===== config.mk =====
export PLATFORM = sky130hd
export DESIGN_NAME = imem_boot_loader_flat
export DESIGN_NICKNAME = d
export VERILOG_FILES = /design/src/rtl/imem_boot_loader_pkg.sv /design/src/rtl/imem_boot_loader_if.sv /design/src/rtl/imem_boot_loader_rx_word_packer.sv /design/src/rtl/imem_boot_loader.sv /design/src/flat_wrapper.sv
export SDC_FILE = /design/constraint.sdc
export NUM_CORES = 1
export LEC_CHECK = 0
export BUFFER_PORTS_ARGS = -buffer_cell sky130_fd_sc_hd__buf_2
export CORE_MARGIN = 2
export CORE_UTILIZATION = 55
export DETAILED_ROUTE_END_ITERATION = 10
export PLACE_DENSITY = 0.81
export SYNTH_ARGS = -nofsm -noshare
export SYNTH_HDL_FRONTEND = slang
export SYNTH_SLANG_ARGS = --single-unit

===== constraint.sdc =====
create_clock -name clk -period 7 [get_ports clk]
set_clock_uncertainty 0.05 [all_clocks]
set_input_delay 1.05 -clock clk [delete_from_list [all_inputs] [get_ports clk]]
set_output_delay 1.05 -clock clk [all_outputs]
set_load 0.01 [all_outputs]

===== src/rtl/imem_boot_loader_pkg.sv =====
// Shared types and frame constants for the instruction-memory boot loader.
package imem_loader_pkg;

  typedef enum logic [2:0] {
    HDR,
    DATA,
    WRITE,
    CSUM,
    RUN,
    ERR
  } state_t;

  localparam int HDR_BYTES      = 4;
  localparam int BYTES_PER_WORD = 4;
  localparam int LANE_W         = $clog2(BYTES_PER_WORD);

endpackage


===== src/rtl/imem_boot_loader_if.sv =====
// Byte-stream handshake from the UART receiver into the boot loader.
interface imem_boot_loader_if;

  logic [7:0] rx_data;
  logic       rx_valid;
  logic       rx_ready;

  modport master (
    output rx_data,
    output rx_valid,
    input  rx_ready
  );

  modport slave (
    input  rx_data,
    input  rx_valid,
    output rx_ready
  );

endinterface


===== src/rtl/imem_boot_loader_rx_word_packer.sv =====
// Packs accepted bytes little-endian into a 32-bit word; used for both the
// length header and the program data words.
module rx_word_packer
  import imem_loader_pkg::*;
(
  input  logic        clk,
  input  logic        clear,
  input  logic        shift,
  input  logic [7:0]  data,
  output logic [31:0] word,
  output logic [31:0] word_next,
  output logic        last
);

  logic [LANE_W-1:0] byte_cnt;

  function automatic logic [31:0] insert_lane(input logic [31:0] w,
                                              input logic [LANE_W-1:0] lane,
                                              input logic [7:0] b);
    logic [31:0] r;
    r = w;
    r[8*lane +: 8] = b;
    return r;
  endfunction

  // word_next already holds the completed word on the strobe cycle, so the
  // header length can be captured without waiting for the register.
  assign word_next = insert_lane(word, byte_cnt, data);
  assign last      = shift && (byte_cnt == LANE_W'(BYTES_PER_WORD - 1));

  always_ff @(posedge clk) begin
    if (clear)
      byte_cnt <= '0;
    else if (shift)
      byte_cnt <= byte_cnt + 1'b1;
  end

  always_ff @(posedge clk) begin
    if (shift)
      word <= word_next;
  end

endmodule


===== src/rtl/imem_boot_loader.sv =====
// Loads a framed byte stream into instruction memory while holding the core
// in reset, then hands the memory address port to the core PC.
module imem_boot_loader
  import imem_loader_pkg::*;
#(
  parameter int SIZE  = 1024,
  parameter int IDX_W = 10
) (
  input  logic                 clk,
  input  logic                 reset,
  imem_boot_loader_if.slave    rx,
  input  logic                 load_start,
  input  logic [31:0]          core_a,
  output logic [31:0]          mem_a,
  output logic [31:0]          mem_wd,
  output logic                 mem_we,
  output logic                 core_rst_n,
  output logic                 busy,
  output logic                 done,
  output logic                 err,
  output logic [IDX_W:0]       words_loaded
);

  state_t             state, state_next;
  logic [31:0]        len;
  logic [IDX_W-1:0]   widx;
  logic [7:0]         csum;
  logic               accept;
  logic               pk_shift;
  logic               pk_last;
  logic [31:0]        pk_word;
  logic [31:0]        pk_word_next;
  logic               len_ok;
  logic               last_word;
  logic [31:0]        widx_addr;

  assign accept    = rx.rx_valid && rx.rx_ready;
  assign pk_shift  = accept && (state == HDR || state == DATA);
  assign len_ok    = (pk_word_next >= 32'd1) && (pk_word_next <= 32'(SIZE));
  // Decided on the pre-increment index so N == SIZE never sees widx wrap.
  assign last_word = ({{(32-IDX_W){1'b0}}, widx} == (len - 32'd1));
  assign widx_addr = {{(32-IDX_W-2){1'b0}}, widx, 2'b00};

  rx_word_packer u_packer (
    .clk       (clk),
    .clear     (!reset),
    .shift     (pk_shift),
    .data      (rx.rx_data),
    .word      (pk_word),
    .word_next (pk_word_next),
    .last      (pk_last)
  );

  always_ff @(posedge clk) begin
    if (!reset)
      state <= HDR;
    else
      state <= state_next;
  end

  always_comb begin
    state_next = state;
    case (state)
      HDR:   if (pk_last) state_next = len_ok ? DATA : ERR;
      DATA:  if (pk_last) state_next = WRITE;
      WRITE: state_next = last_word ? CSUM : DATA;
      CSUM:  if (accept) state_next = (rx.rx_data == csum) ? RUN : ERR;
      RUN,
      ERR:   if (load_start) state_next = HDR;
      default: state_next = HDR;
    endcase
  end

  // Counters, checksum and the registered core reset.
  always_ff @(posedge clk) begin
    if (!reset) begin
      len          <= '0;
      widx         <= '0;
      csum         <= '0;
      words_loaded <= '0;
      core_rst_n   <= 1'b0;
    end else begin
      core_rst_n <= (state_next == RUN);
      case (state)
        HDR: begin
          if (pk_last) begin
            len          <= pk_word_next;
            widx         <= '0;
            csum         <= '0;
            words_loaded <= '0;
          end
        end
        DATA: begin
          if (accept)
            csum <= csum ^ rx.rx_data;
        end
        WRITE: begin
          widx         <= widx + 1'b1;
          words_loaded <= words_loaded + 1'b1;
        end
        default: ;
      endcase
    end
  end

  always_comb begin
    rx.rx_ready = 1'b0;
    mem_a       = '0;
    mem_wd      = '0;
    mem_we      = 1'b0;
    busy        = 1'b0;
    done        = 1'b0;
    err         = 1'b0;
    if (!reset) begin
      busy = 1'b1;
    end else begin
      case (state)
        HDR, DATA, CSUM: begin
          rx.rx_ready = 1'b1;
          busy        = 1'b1;
          mem_a       = widx_addr;
        end
        WRITE: begin
          busy   = 1'b1;
          mem_we = 1'b1;
          mem_a  = widx_addr;
          mem_wd = pk_word;
        end
        RUN: begin
          done  = 1'b1;
          mem_a = core_a;
        end
        ERR: begin
          err = 1'b1;
        end
        default: ;
      endcase
    end
  end

endmodule


===== src/flat_wrapper.sv =====
// flat-port wrapper written by rule: the top's interface ports become plain ports
module imem_boot_loader_flat import imem_loader_pkg::*;
#(
  parameter int SIZE  = 1024,
  parameter int IDX_W = 10
)
  (clk, reset, load_start, core_a, mem_a, mem_wd, mem_we, core_rst_n, busy, done, err, words_loaded, rx_rx_data, rx_rx_valid, rx_rx_ready);
  imem_boot_loader_if rx_i ();
  input  logic clk;
  input  logic reset;
  input  logic load_start;
  input  logic [31:0] core_a;
  output logic [31:0] mem_a;
  output logic [31:0] mem_wd;
  output logic mem_we;
  output logic core_rst_n;
  output logic busy;
  output logic done;
  output logic err;
  output logic [IDX_W:0] words_loaded;
  input wire logic [$bits(rx_i.rx_data)-1:0] rx_rx_data;
  input wire logic [$bits(rx_i.rx_valid)-1:0] rx_rx_valid;
  output wire logic [$bits(rx_i.rx_ready)-1:0] rx_rx_ready;
  assign rx_i.rx_data = rx_rx_data;
  assign rx_i.rx_valid = rx_rx_valid;
  assign rx_rx_ready = rx_i.rx_ready;
  imem_boot_loader #(.SIZE(SIZE), .IDX_W(IDX_W)) u_core (.clk(clk), .reset(reset), .rx(rx_i), .load_start(load_start), .core_a(core_a), .mem_a(mem_a), .mem_wd(mem_wd), .mem_we(mem_we), .core_rst_n(core_rst_n), .busy(busy), .done(done), .err(err), .words_loaded(words_loaded));
endmodule

==> metrics.log, run 1 <==
[metrics] fraction of the cycle the final worst path needs: 69.6%
[metrics] number of nets with antenna violations after detailed routing: 0
[metrics] Post-Synthesis Cell Area: 5760 sq um
[metrics] antenna cell count: 0
[metrics] P&R area growth vs syn: 14.8%
[metrics] DRT Pass-1 Iters: 5
[metrics] sum of routed wire length over all layers: 14800 um
[metrics] final-report hold violation count: 0
[metrics] GPL Wtd Cong: 0.954
[metrics] net total in the final layout: 818
[metrics] number of instances in the synthesized netlist: 674
[metrics] buffers inserted by post-CTS timing repair: 0
[metrics] initial core utilization: 56.3%
[metrics] endpoint arrival time on the critical path: 3.77 ns
[metrics] most used cells in the layout excluding fill and tap cells: sky130_fd_sc_hd__buf_2, sky130_fd_sc_hd__dfxtp_1, sky130_fd_sc_hd__and2_1
[metrics] leading cell type in the layout, fill and taps excluded: sky130_fd_sc_hd__buf_2
[metrics] FFs w/ async S/R, synth: 0%
[metrics] Post-CTS Hold Buffers: 0
[metrics] Placeable Area: 10200 sq um
[metrics] vias per inst: 5.86
[metrics] P_leak: 0.00310 uW
[metrics] final core utilization: 64.6%
[metrics] total power of the final layout: 1090 uW
[metrics] Post-Synthesis Mean Instance Area: 8.54 sq um
[metrics] total nets after synthesis: 726
[metrics] placement-stage worst setup slack: 2.13 ns
[metrics] port bufs: 124
[metrics] slew of the pin with the lowest slew margin: 1.08 ns
[metrics] number of design-rule violations left by the first detailed-router iteration: 439
[metrics] warning count from the yosys run: 0
[metrics] initial antenna violation count: 0
[metrics] layout cell share with drive strength beyond 1: 20.6%
[metrics] post-cts repair resize count: 0
[metrics] share of synthesized area occupied by flip-flops and latches: 40.0%
[metrics] Final Max Slew Viols: 0
[metrics] number of distinct library cell variants in the gate-level netlist after synthesis: 62
[metrics] Clock Sink Count: 99
[metrics] Rows: 37
[metrics] IR Drop Worst-Case VDD: 0.0900 mV
[metrics] global router's overall resource usage: 26.3%
[metrics] summed negative setup slack over all endpoints: 0 ns
[metrics] setup slack, reg-to-reg: 3.64 ns
[metrics] predominant post-synthesis flop cell: sky130_fd_sc_hd__dfxtp_1
[metrics] clock network latency to the later pin of the worst-skew pair: 0.38 ns
[metrics] floorplan die area: 11300 sq um
[metrics] Power Density: 165 nW/um^2
[metrics] DR vias: 5315
[metrics] CTS Buffer Depth: 2
[metrics] master cell of the clock root buffer: sky130_fd_sc_hd__clkbuf_8
[metrics] post-layout worst setup margin: 2.13 ns
[metrics] number of violations of the max-capacitance limit: 0
[metrics] worst endpoint required time: 5.90 ns
[metrics] number of filler instances in the final layout: 881
[metrics] detail-routed net length per standard cell: 16.3 um
[metrics] result of the run: finished, final reports clean
[metrics] register cell area after layout: 2300 sq um
[metrics] Die Y: 106 um
[metrics] via count of the first global-routing pass: 5004
[metrics] count of final setup violators: 0
[metrics] crit path max fanout: 66
[metrics] type of element launching the critical path: input port
[metrics] Slew HR: 27.8%
[metrics] post-detailed-route DRC marker count: 0
[metrics] placed wire-length estimate after detailed placement: 10800 um
[metrics] pin count of the biggest net entering global routing: 67
[metrics] Die X-Extent: 106 um
[metrics] number of enable-type register cells in the synthesized netlist: 32
[metrics] Peak Freq: 0.205 GHz
[metrics] crit path kind: input port to output pin
[metrics] global route overflow: 0
[metrics] first-pass GRT wire length: 23900 um
[metrics] Clock transition at path regs: 0.10 ns
[metrics] synthesis-stage register bit count: 99
[metrics] count of H-tree levels built during CTS: 3
[metrics] multi-input gate area in the final layout: 3150 sq um
[metrics] TritonCTS clock tree: done
[metrics] total I/O pin count: 125
[metrics] endpoint kind of the worst setup timing path: output pin
[metrics] number of clock buffers inserted by TritonCTS: 9
[metrics] unrepaired setup endpoints after global routing: no
[metrics] shortest period the worst path allows: 4.87 ns
[metrics] classification of the worst-slack hold path: flip-flop to flip-flop
==> registers in the layout, summed over array words and instances, names as in the netlist <==
signal and count:
u_core.len 32, u_core.u_packer.word 32, u_core.words_loaded 11, u_core.widx 10, u_core.csum 8, u_core.state 3
u_core.u_packer.byte_cnt 2, u_core.core_rst_n 1
==> path summary, 6_finish.rpt <==
check	endpoint	from	cells past startpoint
max	mem_wd[19]	reset	6
min	u_core.words_loaded[7]	u_core.words_loaded[7]	1
max reg2reg	u_core.widx[4]	u_core.state[2]	6
min reg2reg	u_core.words_loaded[7]	u_core.words_loaded[7]	1
==> logic make-up (layout without fill, tap and decap cells) <==
kind of cell | Yosys count | after routing | share of synthesized area (%)
compound gates | 163 | 163 | 19.8
xor+xnor | 25 | 25 | 3.80
simple gates | 293 | 293 | 28.8
buf+inv | 84 | 181 | 5.58
fa+ha+maj | 8 | 8 | 1.74
mux | 2 | 2 | 0.348
flops | 99 | 99 | 40.0
==> routing by layer <==
metal | vias to the layer above | share of wire (%) | GRT usage [%]
li1 | 2581 | - | -
met1 | 2513 | 43 | 33.8
met2 | 202 | 49 | 44.3
met3 | 19 | 5.7 | 3.86
met4 | 0 | 2.0 | 10.3
met5 | - | 0 | 0
==> per-stage QoR <==
| stage | hold slack (ns) | std cells | instance area, sq um |
|---|---|---|---|
| final | 0.466 | 907 | 6610 |
| after global routing | 0.482 | 907 | 6610 |
| after CTS | 0.465 | 907 | 6610 |
| after detailed placement | 0.440 | 891 | 6410 |
| after global placement | 0.434 | 891 | 6410 |
| after floorplan | 0.414 | 674 | 5760 |
==> synthesized netlist by cell type, drive strengths merged (3+ instances only) <==
cell type / n / area share [%]
dfxtp: 67 / 23
clkbuf: 42 / 2.8
o22ai: 6 / 0.65
nor2: 52 / 3.4
a31oi: 13 / 1.4
o21ai: 38 / 3.3
nor3b: 13 / 1.7
inv: 37 / 2.4
a22o: 19 / 2.9
nand2: 50 / 3.3
nor2b: 23 / 2.5
nor3: 13 / 1.1
o211a: 20 / 3.5
and2: 61 / 6.6
edfxtp: 32 / 17
xor2: 9 / 1.4
o2111ai: 5 / 0.76
nand3b: 15 / 2.0
nor4: 13 / 1.8
a21boi: 15 / 2.0
a211oi: 4 / 0.52
nand3: 15 / 1.5
buf: 5 / 0.41
nand4: 12 / 1.3
xnor2: 16 / 2.4
and3: 6 / 0.67
or3b: 3 / 0.46
or2: 3 / 0.33
ha: 8 / 1.7
a21oi: 24 / 2.1
==> power breakdown <==
part	internal, uW	switching, uW	total [uW]
Sequential	607	6.99	614
Clock	156	215	371
Combinational	37.6	65.4	103
==> worst max-delay path: stages <==
cell	delay (ns)
sky130_fd_sc_hd__buf_2	0.75
sky130_fd_sc_hd__nor2b_1	0.90
sky130_fd_sc_hd__nor3b_2	0.44
sky130_fd_sc_hd__buf_4	0.32
sky130_fd_sc_hd__and2_1	0.17
sky130_fd_sc_hd__buf_2	0.13
==> final cells by class <==
type | instances | area share (%)
clock buffer | 11 | 2.31
clock inverter | 5 | 0.662
inverter | 37 | 2.10
multi-input combinational | 491 | 47.7
sequential | 99 | 34.8
tap | 136 | 2.57
timing repair buffer | 128 | 9.84
No activity file was read; power rests on OpenSTA's default activity.
==> run 2: changes to the inputs <==
- CORE_UTILIZATION: 55 -> 50
- PLACE_DENSITY: 0.81 -> 0.77
- clock period: 7 -> 4.42 ns (I/O delays scaled with it)
==> run 2 against run 1 <==
Against the previous run:
- die area is 9.6% higher
- register-to-register slack worse by 2.1 ns
- combinational power is 61% higher
- sequential share of layout area is 0.66 points lower
- critical path depth is 1 higher
- first-iteration DRC count is 8.2% lower
- core utilization is 5.1 points lower
- sequential power is 58% higher
- via count is 2.8% higher
- critical path type unchanged
- critical endpoint is now mem_a[3]
- largest power group unchanged
- highest routed layer unchanged
==> metrics.log, run 2 (synthesized netlist as in run 1, its figures left out) <==
[metrics] result of the run: finished, final reports clean
[metrics] initial antenna violation count: 0
[metrics] global router's overall resource usage: 23.8%
[metrics] worst endpoint required time: 3.71 ns
[metrics] pin count of the biggest net entering global routing: 66
[metrics] number of cell instances on the worst register-to-register path: 9
[metrics] summed area of non-filler cells in the final layout: 6740 sq um
[metrics] Layout Cells excl Fill: 918
[metrics] fraction of the cycle the final worst path needs: 66.0%
[metrics] Rows: 39
[metrics] number of clock buffers inserted by TritonCTS: 9
[metrics] Clock Sink Count: 99
[metrics] Post-CTS Hold Buffers: 0
[metrics] master cell of the clock root buffer: sky130_fd_sc_hd__clkbuf_16
[metrics] Slew HR: 41.9%
[metrics] unrepaired setup endpoints after global routing: no
[metrics] total cell area at the placement stage: 6450 sq um
[metrics] most used cells in the layout excluding fill and tap cells: sky130_fd_sc_hd__buf_2, sky130_fd_sc_hd__dfxtp_1, sky130_fd_sc_hd__and2_1
[metrics] number of design-rule violations left by the first detailed-router iteration: 403
[metrics] post-detailed-route DRC marker count: 0
[metrics] number of nets with antenna violations after detailed routing: 0
[metrics] crit path max fanout: 65
[metrics] net total in the final layout: 822
[metrics] summed negative setup slack over all endpoints: 0 ns
[metrics] first-pass GRT wire length: 24500 um
[metrics] GPL Wtd Cong: 0.962
[metrics] crit path kind: input port to output pin
[metrics] post-layout worst setup margin: 1.50 ns
[metrics] Final Max Slew Viols: 0
[metrics] via count of the first global-routing pass: 5116
[metrics] detail-routed net length per standard cell: 16.4 um
[metrics] shortest period the worst path allows: 2.92 ns
[metrics] vias per inst: 5.95
[metrics] count of H-tree levels built during CTS: 3
[metrics] P_leak: 0.00316 uW
[metrics] clock network latency to the later pin of the worst-skew pair: 0.34 ns
[metrics] origin of the worst setup path: reset
[metrics] DR vias: 5465
[metrics] Peak Freq: 0.343 GHz
[metrics] TritonCTS clock tree: done
[metrics] initial core utilization: 50.9%
[metrics] Placeable Area: 11300 sq um
[metrics] placement-stage worst setup slack: 1.46 ns
[metrics] number of violations of the max-capacitance limit: 0
[metrics] type of element launching the critical path: input port
[metrics] Placed Cells: 902
[metrics] P&R area growth vs syn: 17.0%
[metrics] final core utilization: 59.5%
[metrics] global route overflow: 0
[metrics] cell at the slowest stage of the critical path: sky130_fd_sc_hd__buf_4
[metrics] sum of routed wire length over all layers: 15000 um
[metrics] count of final setup violators: 0
[metrics] worst stage delay on the critical path: 0.47 ns
[metrics] buffers inserted by post-CTS timing repair: 0
[metrics] setup slack, reg-to-reg: 1.55 ns
[metrics] Clock transition at path regs: 0.06 ns
[metrics] final-report hold violation count: 0
[metrics] launch instance of the worst register-to-register path: u_core.u_packer.byte_cnt[0]
[metrics] layout cell share with drive strength beyond 1: 21.2%
[metrics] slew of the pin with the lowest slew margin: 0.865 ns
[metrics] worst hold path depth: 1
[metrics] DRT Pass-1 Iters: 5
[metrics] total I/O pin count: 125
[metrics] classification of the worst-slack hold path: flip-flop to flip-flop
[metrics] endpoint kind of the worst setup timing path: output pin
[metrics] IR Drop Worst-Case VDD: 0.160 mV
[metrics] cell-by-cell trace of the critical path: buf_2 > buf_4 > nand2_1 > nor3_2 > buf_4 > a22o_1 > buf_2
[metrics] reg-to-reg endpoint: u_core.state[2]
[metrics] Power Density: 283 nW/um^2
[metrics] CTS Buffer Depth: 2
[metrics] largest registers: u_core.len: 32 flops, u_core.u_packer.word: 32 flops, u_core.words_loaded: 11 flops
[metrics] port bufs: 124
[metrics] endpoint arrival time on the critical path: 2.21 ns
[metrics] antenna cell count: 0
[metrics] Critical Path End: mem_a[3]
[metrics] Die Y: 111 um
[metrics] post-cts repair resize count: 0
[metrics] Die X-Extent: 111 um
[metrics] placed wire-length estimate after detailed placement: 11000 um
[metrics] floorplan die area: 12400 sq um
[metrics] leading cell type in the layout, fill and taps excluded: sky130_fd_sc_hd__buf_2
-- run 2: area by class of cell --
cell class / instances / area (sq um)
fillers: 1013 / 4580
multi-input cells: 491 / 3150
flip-flops and latches: 99 / 2300
repair buffers: 132 / 681
clock buffers: 12 / 260
well taps: 143 / 179
inverters: 37 / 139
clock inverters: 4 / 30.0
-- run 2: routing by layer --
layer  GRT usage (%)  share of wire [%]  vias to the layer above  routed length [um]
met2            41.2                 49                      257                7340
met3            2.84                7.6                       24                1130
met1            31.1                 42                     2585                6240
li1                -                  -                     2599                   -
met4            7.82                2.0                        0                 296
met5               0                  0                        -                   0
-- run 2: power breakdown --
group	internal [uW]	switching, uW
registers	962	11.6
clock network	422	342
logic	60.6	106
-- run 2: worst max-delay path: cells and delay by family --
family	cells	cell delay, ns
AO/OA/AOI/OAI	1	0.18
buffers and inverters	4	0.98
AND/OR/NAND/NOR	2	0.37
-- run 2: worst min path at each step --
stage,slack (ns),from,end
4_1_cts,0.46,u_core.csum[7],u_core.csum[7]
2_1_floorplan,0.41,u_core.len[31],u_core.len[31]
5_1_grt,0.48,u_core.len[29],u_core.len[29]
3_3_place_gp,0.43,u_core.words_loaded[7],u_core.words_loaded[7]
6_report,0.45,u_core.words_loaded[7],u_core.words_loaded[7]
3_5_place_dp,0.44,u_core.words_loaded[5],u_core.words_loaded[5]
-- run 2: per-stage QoR --
stage                     total power (uW)  hold slack (ns)
after floorplan                       1100            0.414
after global placement                1150            0.431
after detailed placement              1160            0.441
after CTS                             1910            0.459
after global routing                  1960            0.475
final                                 1900            0.454
